File: src/rtl/multicycle_control_unit_if.sv
// ----------------------------------------------------------------------------
// multicycle_control_unit_if
//   Bundles the signals between the multi-cycle RV32I control FSM and the
//   datapath/memory it steers.
//
//   Datapath -> control : opcode, bcond, halt_req, mem_ready
//   Control -> datapath : i_or_d, mem_read, mem_write, ir_write, reg_write,
//                         mem_to_reg, pc_to_reg, alu_src_a, alu_src_b,
//                         alu_op, pc_write, pc_source
//   Status              : is_ecall, is_halted, illegal_inst, state, instret
//
//   master : the control unit
//   slave  : the datapath / memory side
// ----------------------------------------------------------------------------
interface multicycle_control_unit_if #(
  parameter int CNT_WIDTH = 32
);
  logic [6:0]           opcode;
  logic                 bcond;
  logic                 halt_req;
  logic                 mem_ready;

  logic                 i_or_d;
  logic                 mem_read;
  logic                 mem_write;
  logic                 ir_write;
  logic                 reg_write;
  logic                 mem_to_reg;
  logic                 pc_to_reg;
  logic                 alu_src_a;
  logic [1:0]           alu_src_b;
  logic [1:0]           alu_op;
  logic                 pc_write;
  logic [1:0]           pc_source;

  logic                 is_ecall;
  logic                 is_halted;
  logic                 illegal_inst;
  logic [2:0]           state;
  logic [CNT_WIDTH-1:0] instret;

  modport master (
    input  opcode, bcond, halt_req, mem_ready,
    output i_or_d, mem_read, mem_write, ir_write, reg_write, mem_to_reg,
           pc_to_reg, alu_src_a, alu_src_b, alu_op, pc_write, pc_source,
           is_ecall, is_halted, illegal_inst, state, instret
  );

  modport slave (
    output opcode, bcond, halt_req, mem_ready,
    input  i_or_d, mem_read, mem_write, ir_write, reg_write, mem_to_reg,
           pc_to_reg, alu_src_a, alu_src_b, alu_op, pc_write, pc_source,
           is_ecall, is_halted, illegal_inst, state, instret
  );
endinterface

File: src/rtl/multicycle_control_unit.sv
// ----------------------------------------------------------------------------
// multicycle_control_unit
//   Multi-cycle RV32I control FSM. Each instruction walks through
//   IF -> ID -> EX -> (MEM) -> (WB); the unit drives every datapath strobe and
//   mux select per state, stalls on instruction/data memory, counts retired
//   instructions and halts on ECALL when the datapath reports x17 == 10.
//
//   Parameters
//     MEM_HANDSHAKE : 1 = memory access ends on mem_ready,
//                     0 = memory access ends after MEM_LATENCY cycles
//     MEM_LATENCY   : cycles per access in fixed-latency mode (>= 1)
//     CNT_WIDTH     : width of the retired-instruction counter
//
//   Ports
//     clk     : clock, rising edge
//     reset_n : asynchronous active-low reset
//     bus     : control/datapath bundle (master side)
// ----------------------------------------------------------------------------
module multicycle_control_unit #(
  parameter bit MEM_HANDSHAKE = 1'b0,
  parameter int MEM_LATENCY   = 1,
  parameter int CNT_WIDTH     = 32
) (
  input  logic                       clk,
  input  logic                       reset_n,
  multicycle_control_unit_if.master  bus
);

  localparam logic [6:0] OP_ARITH     = 7'b0110011;
  localparam logic [6:0] OP_ARITH_IMM = 7'b0010011;
  localparam logic [6:0] OP_LOAD      = 7'b0000011;
  localparam logic [6:0] OP_STORE     = 7'b0100011;
  localparam logic [6:0] OP_BRANCH    = 7'b1100011;
  localparam logic [6:0] OP_JAL       = 7'b1101111;
  localparam logic [6:0] OP_JALR      = 7'b1100111;
  localparam logic [6:0] OP_ECALL     = 7'b1110011;

  // The wait counter only ever reaches MEM_LATENCY-1.
  localparam int                WAIT_W    = (MEM_LATENCY > 1) ? $clog2(MEM_LATENCY) : 1;
  localparam logic [WAIT_W-1:0] WAIT_LAST = WAIT_W'(MEM_LATENCY - 1);

  typedef enum logic [2:0] {
    S_IF   = 3'd0,
    S_ID   = 3'd1,
    S_EX   = 3'd2,
    S_MEM  = 3'd3,
    S_WB   = 3'd4,
    S_HALT = 3'd5
  } state_t;

  state_t               state;
  state_t               next_state;
  logic [WAIT_W-1:0]    wait_cnt;
  logic [CNT_WIDTH-1:0] instret;
  logic                 md;
  logic                 halt_retire;

  logic       mem_read_c, mem_write_c, ir_write_c, reg_write_c, pc_write_c;
  logic       i_or_d_c, mem_to_reg_c, pc_to_reg_c, alu_src_a_c;
  logic [1:0] alu_src_b_c, alu_op_c, pc_source_c;
  logic       is_ecall_c, is_halted_c, illegal_inst_c;

  assign md = MEM_HANDSHAKE ? bus.mem_ready : (wait_cnt == WAIT_LAST);

  // Output decode and next-state selection from state, opcode and memory-done.
  always_comb begin
    next_state     = state;
    halt_retire    = 1'b0;
    mem_read_c     = 1'b0;
    mem_write_c    = 1'b0;
    ir_write_c     = 1'b0;
    reg_write_c    = 1'b0;
    pc_write_c     = 1'b0;
    i_or_d_c       = 1'b0;
    mem_to_reg_c   = 1'b0;
    pc_to_reg_c    = 1'b0;
    alu_src_a_c    = 1'b0;
    alu_src_b_c    = 2'b00;
    alu_op_c       = 2'b00;
    pc_source_c    = 2'b00;
    is_ecall_c     = 1'b0;
    is_halted_c    = 1'b0;
    illegal_inst_c = 1'b0;

    case (state)
      S_IF: begin
        mem_read_c = 1'b1;
        ir_write_c = md;
        if (md) next_state = S_ID;
      end

      S_ID: begin
        next_state = S_EX;
        if (bus.opcode == OP_ECALL) begin
          is_ecall_c = 1'b1;
          if (bus.halt_req) begin
            next_state  = S_HALT;
            halt_retire = 1'b1;
          end
        end
      end

      S_EX: begin
        next_state = S_IF;
        case (bus.opcode)
          OP_ARITH, OP_ARITH_IMM: begin
            alu_src_a_c = 1'b1;
            alu_src_b_c = (bus.opcode == OP_ARITH_IMM) ? 2'b10 : 2'b00;
            alu_op_c    = 2'b10;
            next_state  = S_WB;
          end
          OP_LOAD, OP_STORE: begin
            alu_src_a_c = 1'b1;
            alu_src_b_c = 2'b10;
            next_state  = S_MEM;
          end
          OP_BRANCH: begin
            alu_src_a_c = 1'b1;
            alu_op_c    = 2'b01;
            pc_write_c  = 1'b1;
            pc_source_c = bus.bcond ? 2'b01 : 2'b00;
          end
          OP_JAL: begin
            pc_write_c  = 1'b1;
            pc_source_c = 2'b01;
            reg_write_c = 1'b1;
            pc_to_reg_c = 1'b1;
          end
          OP_JALR: begin
            alu_src_a_c = 1'b1;
            alu_src_b_c = 2'b10;
            pc_write_c  = 1'b1;
            pc_source_c = 2'b10;
            reg_write_c = 1'b1;
            pc_to_reg_c = 1'b1;
          end
          OP_ECALL: begin
            pc_write_c = 1'b1;
          end
          default: begin
            // Unknown opcodes retire as a NOP so the program keeps moving.
            illegal_inst_c = 1'b1;
            pc_write_c     = 1'b1;
          end
        endcase
      end

      S_MEM: begin
        i_or_d_c    = 1'b1;
        mem_read_c  = (bus.opcode == OP_LOAD);
        mem_write_c = (bus.opcode == OP_STORE);
        if (md) begin
          if (bus.opcode == OP_LOAD) begin
            next_state = S_WB;
          end else begin
            pc_write_c = 1'b1;
            next_state = S_IF;
          end
        end
      end

      S_WB: begin
        reg_write_c  = 1'b1;
        mem_to_reg_c = (bus.opcode == OP_LOAD);
        pc_write_c   = 1'b1;
        next_state   = S_IF;
      end

      S_HALT: begin
        is_halted_c = 1'b1;
      end

      default: begin
        next_state = S_IF;
      end
    endcase
  end

  // State, wait counter and retire counter. The wait counter is held at zero
  // outside a pending access, so it is already clear on every entry to IF/MEM.
  always_ff @(posedge clk or negedge reset_n) begin
    if (!reset_n) begin
      state    <= S_IF;
      wait_cnt <= '0;
      instret  <= '0;
    end else begin
      state <= next_state;
      if ((state == S_IF || state == S_MEM) && !md) begin
        wait_cnt <= wait_cnt + WAIT_W'(1);
      end else begin
        wait_cnt <= '0;
      end
      if (pc_write_c || halt_retire) begin
        instret <= instret + CNT_WIDTH'(1);
      end
    end
  end

  // Write strobes are masked by reset itself so nothing can fire while the
  // async reset is held, even though the state already reads IF.
  assign bus.mem_read     = mem_read_c  & reset_n;
  assign bus.mem_write    = mem_write_c & reset_n;
  assign bus.ir_write     = ir_write_c  & reset_n;
  assign bus.reg_write    = reg_write_c & reset_n;
  assign bus.pc_write     = pc_write_c  & reset_n;
  assign bus.i_or_d       = i_or_d_c;
  assign bus.mem_to_reg   = mem_to_reg_c;
  assign bus.pc_to_reg    = pc_to_reg_c;
  assign bus.alu_src_a    = alu_src_a_c;
  assign bus.alu_src_b    = alu_src_b_c;
  assign bus.alu_op       = alu_op_c;
  assign bus.pc_source    = pc_source_c;
  assign bus.is_ecall     = is_ecall_c;
  assign bus.is_halted    = is_halted_c;
  assign bus.illegal_inst = illegal_inst_c;
  assign bus.state        = state;
  assign bus.instret      = instret;

endmodule
File: src/flat_wrapper.sv
// flat-port wrapper written by rule: the top's interface ports become plain ports
module multicycle_control_unit_flat 
#(
  parameter bit MEM_HANDSHAKE = 1'b0,
  parameter int MEM_LATENCY   = 1,
  parameter int CNT_WIDTH     = 32
)
  (clk, reset_n, bus_opcode, bus_bcond, bus_halt_req, bus_mem_ready, bus_i_or_d, bus_mem_read, bus_mem_write, bus_ir_write, bus_reg_write, bus_mem_to_reg, bus_pc_to_reg, bus_alu_src_a, bus_alu_src_b, bus_alu_op, bus_pc_write, bus_pc_source, bus_is_ecall, bus_is_halted, bus_illegal_inst, bus_state, bus_instret);
  multicycle_control_unit_if #(.CNT_WIDTH(CNT_WIDTH)) bus_i ();
  input  logic clk;
  input  logic reset_n;
  input wire logic [$bits(bus_i.opcode)-1:0] bus_opcode;
  input wire logic [$bits(bus_i.bcond)-1:0] bus_bcond;
  input wire logic [$bits(bus_i.halt_req)-1:0] bus_halt_req;
  input wire logic [$bits(bus_i.mem_ready)-1:0] bus_mem_ready;
  output wire logic [$bits(bus_i.i_or_d)-1:0] bus_i_or_d;
  output wire logic [$bits(bus_i.mem_read)-1:0] bus_mem_read;
  output wire logic [$bits(bus_i.mem_write)-1:0] bus_mem_write;
  output wire logic [$bits(bus_i.ir_write)-1:0] bus_ir_write;
  output wire logic [$bits(bus_i.reg_write)-1:0] bus_reg_write;
  output wire logic [$bits(bus_i.mem_to_reg)-1:0] bus_mem_to_reg;
  output wire logic [$bits(bus_i.pc_to_reg)-1:0] bus_pc_to_reg;
  output wire logic [$bits(bus_i.alu_src_a)-1:0] bus_alu_src_a;
  output wire logic [$bits(bus_i.alu_src_b)-1:0] bus_alu_src_b;
  output wire logic [$bits(bus_i.alu_op)-1:0] bus_alu_op;
  output wire logic [$bits(bus_i.pc_write)-1:0] bus_pc_write;
  output wire logic [$bits(bus_i.pc_source)-1:0] bus_pc_source;
  output wire logic [$bits(bus_i.is_ecall)-1:0] bus_is_ecall;
  output wire logic [$bits(bus_i.is_halted)-1:0] bus_is_halted;
  output wire logic [$bits(bus_i.illegal_inst)-1:0] bus_illegal_inst;
  output wire logic [$bits(bus_i.state)-1:0] bus_state;
  output wire logic [$bits(bus_i.instret)-1:0] bus_instret;
  assign bus_i.opcode = bus_opcode;
  assign bus_i.bcond = bus_bcond;
  assign bus_i.halt_req = bus_halt_req;
  assign bus_i.mem_ready = bus_mem_ready;
  assign bus_i_or_d = bus_i.i_or_d;
  assign bus_mem_read = bus_i.mem_read;
  assign bus_mem_write = bus_i.mem_write;
  assign bus_ir_write = bus_i.ir_write;
  assign bus_reg_write = bus_i.reg_write;
  assign bus_mem_to_reg = bus_i.mem_to_reg;
  assign bus_pc_to_reg = bus_i.pc_to_reg;
  assign bus_alu_src_a = bus_i.alu_src_a;
  assign bus_alu_src_b = bus_i.alu_src_b;
  assign bus_alu_op = bus_i.alu_op;
  assign bus_pc_write = bus_i.pc_write;
  assign bus_pc_source = bus_i.pc_source;
  assign bus_is_ecall = bus_i.is_ecall;
  assign bus_is_halted = bus_i.is_halted;
  assign bus_illegal_inst = bus_i.illegal_inst;
  assign bus_state = bus_i.state;
  assign bus_instret = bus_i.instret;
  multicycle_control_unit #(.MEM_HANDSHAKE(MEM_HANDSHAKE), .MEM_LATENCY(MEM_LATENCY), .CNT_WIDTH(CNT_WIDTH)) u_core (.clk(clk), .reset_n(reset_n), .bus(bus_i));
endmodule
File: config.mk
export PLATFORM = sky130hd
export DESIGN_NAME = multicycle_control_unit_flat
export DESIGN_NICKNAME = d
export VERILOG_FILES = /design/src/rtl/multicycle_control_unit_if.sv /design/src/rtl/multicycle_control_unit.sv /design/src/flat_wrapper.sv
export SDC_FILE = /design/constraint.sdc
export NUM_CORES = 1
export LEC_CHECK = 0
export BUFFER_PORTS_ARGS = -buffer_cell sky130_fd_sc_hd__buf_4
export CAP_MARGIN = 20
export CORE_UTILIZATION = 30
export DETAILED_ROUTE_END_ITERATION = 10
export PLACE_DENSITY = 0.63
export SYNTH_ARGS = -nofsm -noshare
export SYNTH_HDL_FRONTEND = slang
export SYNTH_SLANG_ARGS = --single-unit
File: constraint.sdc
create_clock -name clk -period 2.11 [get_ports clk]
set_input_delay 0.211 -clock clk [delete_from_list [all_inputs] [get_ports clk]]
set_output_delay 0.211 -clock clk [all_outputs]
set_load 0.02 [all_outputs]
==> impl_metrics.tcl, run 1 <==
set metrics [dict create \
    post-cts-setup-buffer-count 0 \
    path_cells "nor2b_2, buf_4, nand2_1, nor3_1, buf_4" \
    required_ns 1.90 \
    drive_gt1_share_pct 32.4 \
    final_hold_viol_count 28 \
    critical_path_class "reg2out" \
    dieWidth_um 82.3 \
    drtPass1Iterations 4 \
    violations "hold timing" \
    synth_top_family_by_area "simple AND/OR/NAND/NOR gates" \
    fmax_mhz 514 \
    register_area_sq_um 902 \
    postRouteAntennaNets 0 \
    worstHoldPathType "in2async" \
    yosys.area.top_type "dfrtp_1" \
    synth_warnings 0 \
    synth_simple_gate_area_share_pct 28.1 \
    cts-buffers-inserted 5 \
    avgViaCountPerCell 4.81 \
    area_delta_synth_final_pct 37.0 \
    fp.dieH_um 82.3 \
    cts_tree "built" \
    die_area_sq_um 6770 \
    setup_tns_ns 0 \
    fin_skew_ns 0.00899 \
    nets 288 \
    cp-start-kind "register" \
    place_congestion 0.800 \
    synth_area_per_cell_sq_um 9.62 \
    cp_common_cell "buf_4" \
    maxCapViolations 0 \
    htreeDepth 2 \
    rsz0062_at_grt "no" \
    critPathMaxStageDelay_ns 0.45 \
    fin_crit_ns 1.95 \
    port_buffers 62 \
    critPathSlowestCell "dfrtp_2" \
    design_power_total_mw 1.27 \
    synthMuxAreaShare_pct 1.17 \
    peakVddDrop_v 0.000285 \
    finalCritPeriodShare_pct 92.2 \
    core_sq_um 6060 \
    p_per_area_nw_per_um2 479 \
    wirelength_um 4670 \
    syn_area_sq_um 1930 \
    synthXorXnorAreaFrac_pct 14.0 \
    finalSetupViolations 0 \
    instances_no_fill 350 \
    start_util_pct 31.9 \
    crit_buf_inv 2 \
    critical_path.max_fanout 10 \
    n_antenna_cell 0 \
    grt_start_max_net_pins 37 \
    io_pins 65 \
    grt_pass1_wl_um 7560 \
    drc 0 \
    synthAdderAreaFrac_pct 0.647 \
    clock_sinks 36 \
    ys_ff_latch 36 \
    status "finished with violations" \
    clk_pin_slew_ns 0.07 \
    crit_family "simple AND/OR/NAND/NOR gates" \
    nFillCells 596 \
    track_usage_pct 14.5 \
    slew_violations 0 \
    leakagePower_nw 1.23 \
    root_buffer "clkbuf_8" \
    netlist_top_cells_area "dfrtp_1 (47%), xnor2_1 (13%), nand4_1 (4.9%)" \
    timing.hold.ws_ns -0.0286 \
    crit_path_end_kind "primary output" \
    routedWlPerCell_um 13.3 \
    rr_worst_depth 6 \
    synth.distinct_cells 38 \
    hpwl_um 3510 \
    arrival_ns 1.74 \
    placed_cells 343 \
    drtIter0Drc 103 \
    seq_area_frac_synth_pct 46.6 \
    antenna_found_initial 0 \
    multi_input_area_sq_um 973 \
    grt_overflow 0 \
    grt_pass1_vias 1628 \
    synth_top_cell_area_share_pct 46.6 \
    row_count 28 \
    via_count 1683 \
    synth-compound-area-share_pct 5.89 \
    path_depth 5 \
    clockBufferDepth 2 \
    clk_latency_ns 0.29 \
    synthCells 201 \
]
[registers in the layout, indices dropped and copies added (netlist names)]
register            cells
u_core.bus.instret     32
u_core.bus.state        3
u_core.wait_cnt         1
[cell usage after synthesis]
cell / number
a21oi_4: 1
and2_1: 4
dfrtp_1: 36
xnor2_1: 29
or3b_1: 1
nand2_2: 1
a21oi_1: 7
xor2_1: 2
conb_1: 1
buf_2: 1
a31oi_1: 1
nand4bb_1: 1
inv_1: 6
mux2_2: 2
nand2_1: 21
a31oi_2: 1
and3_1: 7
ha_1: 1
buf_1: 1
nand3_1: 10
nor4_1: 5
and4bb_1: 1
nand2b_1: 4
a22oi_1: 1
or2_2: 1
clkbuf_1: 2
and4_1: 5
o21ai_0: 3
a21o_1: 1
nor2_1: 17
a211oi_1: 1
nand4_1: 15
buf_4: 2
or3_4: 1
buf_6: 1
o22ai_1: 1
nor3_1: 5
nor2b_1: 1
[layer usage]
layer  up-vias  share of wire [%]  track usage, %
met4         0                1.0            4.74
met1       809                 44            18.5
met2        25                 51            24.7
met5         -                  0               0
met3         5                3.4            2.75
li1        844                  -               -
[path summary, 6_finish.rpt]
check / slack, ns / end / startpoint
max in group asynchronous: 1.79 / u_core.bus.state[1] / reset_n
min reg2reg: 0.47 / u_core.bus.instret[31] / u_core.bus.instret[31]
max reg2reg: 0.21 / u_core.bus.instret[31] / u_core.bus.instret[4]
max: 0.16 / bus_illegal_inst / u_core.bus.state[1]
min: -0.03 / u_core.bus.instret[19] / reset_n
min in group clk: 0.30 / u_core.bus.state[2] / bus_opcode[6]
[report_power, final]
group	switching, mW	leakage (nW)	internal (mW)
combinational	0.0339	0.702	0.0199
sequential	0.00182	0.478	0.691
clock	0.233	0.0503	0.291
total	0.269	1.23	1.00
[what timing repair did]
item	4_1_cts	5_1_grt
endpoints found under the setup margin	0	9
hold buffers	0	0
gates resized for setup	0	2
[area by class of cell]
class	instances	share of cell area (%)
Multi-Input combinational cell	153	36.8
Tap cell	75	3.54
Sequential cell	36	34.1
Clock buffer	7	3.64
Inverter	6	0.850
Timing Repair Buffer	73	21.2
[layout by cell type (no fill, tap or decap), types with 2 or more instances in the layout]
| master | instances |
|---|---|
| buf_4 | 72 |
| dfrtp_1 | 35 |
| xnor2_1 | 29 |
| nand2_1 | 21 |
| nor2_1 | 17 |
| nand4_1 | 15 |
| nand3_1 | 10 |
| and3_1 | 7 |
| a21oi_1 | 7 |
| clkbuf_8 | 7 |
| inv_1 | 6 |
| nor3_1 | 5 |
| nor4_1 | 5 |
| and4_1 | 5 |
| nand2b_1 | 4 |
| and2_1 | 4 |
| o21ai_0 | 3 |
| xor2_1 | 2 |
| mux2_2 | 2 |
| conb_1 | 2 |
[per-stage QoR]
step,area (sq um),util [%],hold slack (ns),setup slack [ns]
after global placement,2550,42.1,0.316,0.198
final,2650,43.7,-0.0286,0.164
after floorplan,1940,-,-0.0846,0.137
after detailed placement,2550,42.1,0.311,0.172
after CTS,2650,43.6,0.00462,0.00162
after global routing,2650,43.7,0.0104,0.0149
[logic make-up (layout without fill, tap and decap cells)]
kind of cell,count (synthesis),count (layout)
flip-flops,36,36
adder cells (fa/ha/maj),1,1
buffers and inverters,13,86
XOR/XNOR,31,31
other,1,2
AND/OR/NAND/NOR,100,100
AO/OA/AOI/OAI,17,17
multiplexers,2,2
Note: power is estimated with default switching activity, not from simulation.
==> inputs of run 2 (changes only) <==
--- a/config.mk
+++ b/config.mk
@@ -8,6 +8,7 @@
 export BUFFER_PORTS_ARGS = -buffer_cell sky130_fd_sc_hd__buf_4
 export CAP_MARGIN = 20
 export CORE_UTILIZATION = 30
+export CTS_CLUSTER_SIZE = 16
 export DETAILED_ROUTE_END_ITERATION = 10
 export PLACE_DENSITY = 0.63
 export SYNTH_ARGS = -nofsm -noshare
==> constraint.sdc (replaced) <==
create_clock -name clk -period 2.11 [get_ports clk]
set_input_delay 0.422 -clock clk [delete_from_list [all_inputs] [get_ports clk]]
set_output_delay 0.422 -clock clk [all_outputs]
set_load 0.02 [all_outputs]
==> impl_metrics.tcl, run 2 (synthesis results as in run 1) <==
set metrics [dict create \
    status "finished, final reports clean" \
    root_buffer "clkbuf_8" \
    drtIter0Drc 84 \
    htreeDepth 2 \
    dpl_cell_area_sq_um 2630 \
    finalSetupViolations 0 \
    core_sq_um 6060 \
    crit_path_end_kind "primary output" \
    leakagePower_nw 1.29 \
    highest_layer "met4" \
    drtPass1Iterations 4 \
    track_usage_pct 14.3 \
    routedWlPerCell_um 12.8 \
    n_antenna_cell 0 \
    cts-buffers-inserted 5 \
    clock_sinks 36 \
    peakVddDrop_v 0.000274 \
    finalCritPeriodShare_pct 97.7 \
    grt_overflow 0 \
    fmax_mhz 485 \
    rsz0062_at_grt "no" \
    critical_path_class "in2out" \
    fin_area_sq_um 2740 \
    cts_tree "built" \
    r2r-start "u_core.bus.instret[4]" \
    fin_crit_ns 2.06 \
    final_cell_mix "buf_4 (87), dfrtp_1 (36), xnor2_1 (29), nand2_1 (20), nor2_1 (16)" \
    largest_register "u_core.bus.instret" \
    maxCapViolations 0 \
    avgViaCountPerCell 4.86 \
    hpwl_um 3510 \
    port_buffers 62 \
    dieWidth_um 82.3 \
    nets 302 \
    row_count 28 \
    arrival_ns 1.64 \
    slew_violations 0 \
    fin_skew_ns 0.00310 \
    largest_register_ffs 32 \
    placed_cells 354 \
    io_pins 65 \
    required_ns 1.69 \
    die_area_sq_um 6770 \
    clockBufferDepth 2 \
    instances_no_fill 362 \
    start_util_pct 31.9 \
    layout_commonest_cell "buf_4" \
    largestRegisters "u_core.bus.instret: 32 flops, u_core.bus.state: 3 flops, u_core.wait_cnt: 1 flops" \
    grt_start_max_net_pins 37 \
    wl_met2_um 2320 \
    final_hold_viol_count 0 \
    fp.dieH_um 82.3 \
    antenna_found_initial 0 \
    postLayoutCoreUtil_pct 45.1 \
    rr_worst_depth 6 \
    via_count 1761 \
    setup_tns_ns 0 \
    p_per_area_nw_per_um2 429 \
    area_delta_synth_final_pct 41.5 \
    clk_latency_ns 0.27 \
    cp-start-kind "input port" \
    wirelength_um 4630 \
    grt_pass1_vias 1687 \
    m1WireLength_um 2090 \
    worstHoldPathType "in2async" \
    drive_gt1_share_pct 36.2 \
    critical_path.max_fanout 8 \
    place_congestion 0.816 \
    r2r_end "u_core.bus.instret[31]" \
    design_power_total_mw 1.17 \
    r2r_slack_ns 0.16 \
    holdBufCountCts 0 \
    clk_pin_slew_ns 0.06 \
    route.met3.wl_um 178 \
    drc 0 \
    grt_pass1_wl_um 7490 \
    postRouteAntennaNets 0 \
]
[run 2: routing by layer]
layer	vias up	global-route usage (%)
met1	851	18.2
met5	-	0
met3	2	3.52
met4	0	5.61
li1	869	-
met2	39	23.3
[run 2: worst max-delay path by stage]
stage                        start  depth (start not counted)  slack [ns]                endpoint
2_1_floorplan  u_core.bus.state[2]                          4        0.02           bus_alu_op[0]
3_3_place_gp         bus_opcode[2]                          8        0.03  u_core.bus.instret[23]
3_5_place_dp         bus_opcode[2]                          8        0.01  u_core.bus.instret[23]
4_1_cts        u_core.bus.state[1]                          5        0.03        bus_illegal_inst
5_1_grt              bus_opcode[4]                          7       0.007           bus_reg_write
6_report             bus_opcode[4]                          7        0.05           bus_reg_write
[run 2: report_power, final]
| part | internal [mW] | switching, mW |
|---|---|---|
| registers | 0.691 | 0.000816 |
| clock network | 0.212 | 0.208 |
| logic | 0.0244 | 0.0375 |
[run 2: final cells by class]
type | count | area, sq um
fill | 584 | 3330
multi-input combinational | 153 | 996
sequential | 36 | 901
timing repair buffer | 87 | 653
tap | 75 | 93.8
clock buffer | 5 | 68.8
inverter | 6 | 22.5
[run 2: repair_timing]
item	CTS	global route
setup endpoints to repair	10	10
gates resized for setup	2	3
setup buffers	0	3
[run 2: through the flow]
stage / setup WS [ns] / hold WS (ns)
floorplan: 0.0174 / 0.126
global placement: 0.0297 / 0.467
detailed placement: 0.0108 / 0.486
CTS: 0.0296 / 0.222
global route: 0.00671 / 0.227
finish: 0.0493 / 0.195
[run 2: critical path, cell delays in order]
cell and delay [ns]:
buf_4 0.14, nand2b_1 0.17, nor2_1 0.14, and3_1 0.24
nand2_1 0.08, a211oi_1 0.25, buf_4 0.19
==> inputs of run 3 (changes only) <==
==> constraint.sdc (replaced) <==
create_clock -name clk -period 2.6 [get_ports clk]
set_input_delay 0.52 -clock clk [delete_from_list [all_inputs] [get_ports clk]]
set_output_delay 0.52 -clock clk [all_outputs]
set_load 0.02 [all_outputs]
==> impl_metrics.tcl, run 3 (synthesis results as in run 1) <==
set metrics [dict create \
    grt_pass1_wl_um 7780 \
    post_cts_resized 0 \
    io_pins 65 \
    finalSetupViolations 0 \
    n_antenna_cell 0 \
    row_count 28 \
    p_per_area_nw_per_um2 396 \
    drtIter0Drc 117 \
    rr_worst_depth 5 \
    root_buffer "clkbuf_8" \
    critical_path.max_fanout 12 \
    clock_sinks 36 \
    port_buffers 62 \
    critPathMaxStageDelay_ns 0.52 \
    leakagePower_nw 1.18 \
    rsz0062_at_grt "no" \
    area_delta_synth_final_pct 33.2 \
    grt_overflow 0 \
    place_congestion 0.788 \
    relSlewSlack_pct 66.7 \
    post-cts-setup-buffer-count 0 \
    core_sq_um 6060 \
    largest_register "u_core.bus.instret" \
    wirelength_um 4640 \
    path_cells "nor2b_1, nand2_1, nor3_1, buf_4" \
    final_cell_mix "buf_4 (63), dfrtp_1 (36), xnor2_1 (29), nand2_1 (21), nor2_1 (17)" \
    nets 279 \
    setup_tns_ns 0 \
    start_util_pct 31.9 \
    antenna_found_initial 0 \
    cts-buffers-inserted 5 \
    worstHoldPathType "in2async" \
    fmax_mhz 425 \
    tightest_slew_ns 0.500 \
    peakVddDrop_v 0.000199 \
    cts_tree "built" \
    layout_commonest_cell "buf_4" \
    critPathSlowestCell "dfrtp_1" \
    routedWlPerCell_um 13.6 \
    clk_latency_ns 0.28 \
    critical_path_class "reg2out" \
    largestRegisters "u_core.bus.instret: 32 flops, u_core.bus.state: 3 flops, u_core.wait_cnt: 1 flops" \
    dieWidth_um 82.3 \
    arrival_ns 1.83 \
    die_area_sq_um 6770 \
    crit_buf_inv 1 \
    crit_family "simple AND/OR/NAND/NOR gates" \
    r2r_slack_ns 0.55 \
    grt_pass1_vias 1617 \
    fin_skew_ns 0.00765 \
    status "finished, final reports clean" \
    fin_crit_ns 2.35 \
    cp-start-kind "register" \
    fp.dieH_um 82.3 \
    htreeDepth 2 \
    setup_ws_ns 0.249 \
    clk_pin_slew_ns 0.07 \
    postRouteAntennaNets 0 \
    track_usage_pct 15.1 \
    final_hold_viol_count 0 \
    via_count 1696 \
    crit_path_end_kind "primary output" \
    required_ns 2.08 \
    largest_register_ffs 32 \
    nFillCells 601 \
    hpwl_um 3370 \
    finalCritPeriodShare_pct 90.4 \
    drtPass1Iterations 4 \
    maxCapViolations 0 \
    clockBufferDepth 2 \
    drc 0 \
    grt_start_max_net_pins 37 \
    pre_cts_slack_ns 0.286 \
    r2r_end "u_core.bus.instret[1]" \
    holdBufCountCts 0 \
    r2r-start "u_core.bus.state[2]" \
    path_depth 4 \
    avgViaCountPerCell 4.96 \
    slew_violations 0 \
    drive_gt1_share_pct 29.2 \
]
## run 3: power by group
part / switching [mW] / total [mW] / leakage, nW / internal (mW)
combinational: 0.0285 / 0.0447 / 0.657 / 0.0162
clock: 0.197 / 0.413 / 0.0445 / 0.215
sequential: 0.00115 / 0.562 / 0.480 / 0.560
## run 3: worst register-to-register path: cells and delay by family (launching register included)
family	cells	cell delay, ns
AOI/OAI and AO/OA	2	0.26
DFF	1	0.52
muxes	1	0.38
and+or+nand+nor	2	0.77
## run 3: layout make-up
cell class | count | area, sq um | share of cell area (%)
sequential | 36 | 901 | 35.0
tap | 75 | 93.8 | 3.64
multi-input combinational | 153 | 971 | 37.7
inverter | 6 | 22.5 | 0.875
timing repair buffer | 64 | 493 | 19.1
clock inverter | 1 | 7.51 | 0.292
clock buffer | 7 | 86.3 | 3.35
## run 3: metrics by stage
step           total power [mW]  util, %  instances  instance area [sq um]  hold WS [ns]
2_1_floorplan             0.586        -        202                   1940         0.224
3_3_place_gp              0.617     40.9        334                   2480         0.464
3_5_place_dp              0.618     40.9        334                   2480         0.479
4_1_cts                    1.04     42.5        342                   2570         0.323
5_1_grt                    1.07     42.5        342                   2570         0.327
6_report                   1.02     42.5        342                   2570         0.300
## run 3: worst max path at each step
stage	from	to	slack, ns
after floorplan	u_core.bus.state[2]	bus_mem_write	0.32
after global placement	bus_opcode[2]	u_core.bus.instret[1]	0.30
after detailed placement	bus_opcode[2]	u_core.bus.instret[1]	0.29
after CTS	u_core.bus.state[2]	bus_illegal_inst	0.22
after global routing	u_core.bus.state[1]	bus_pc_source[1]	0.12
final	u_core.bus.state[2]	bus_illegal_inst	0.25
## run 3: layer usage
layer | up-vias | part of all wire (%) | GRT usage [%]
li1 | 833 | - | -
met1 | 832 | 46 | 19.9
met2 | 29 | 51 | 24.3
met3 | 2 | 2.7 | 3.52
met4 | 0 | 0.78 | 4.91
met5 | - | 0 | 0
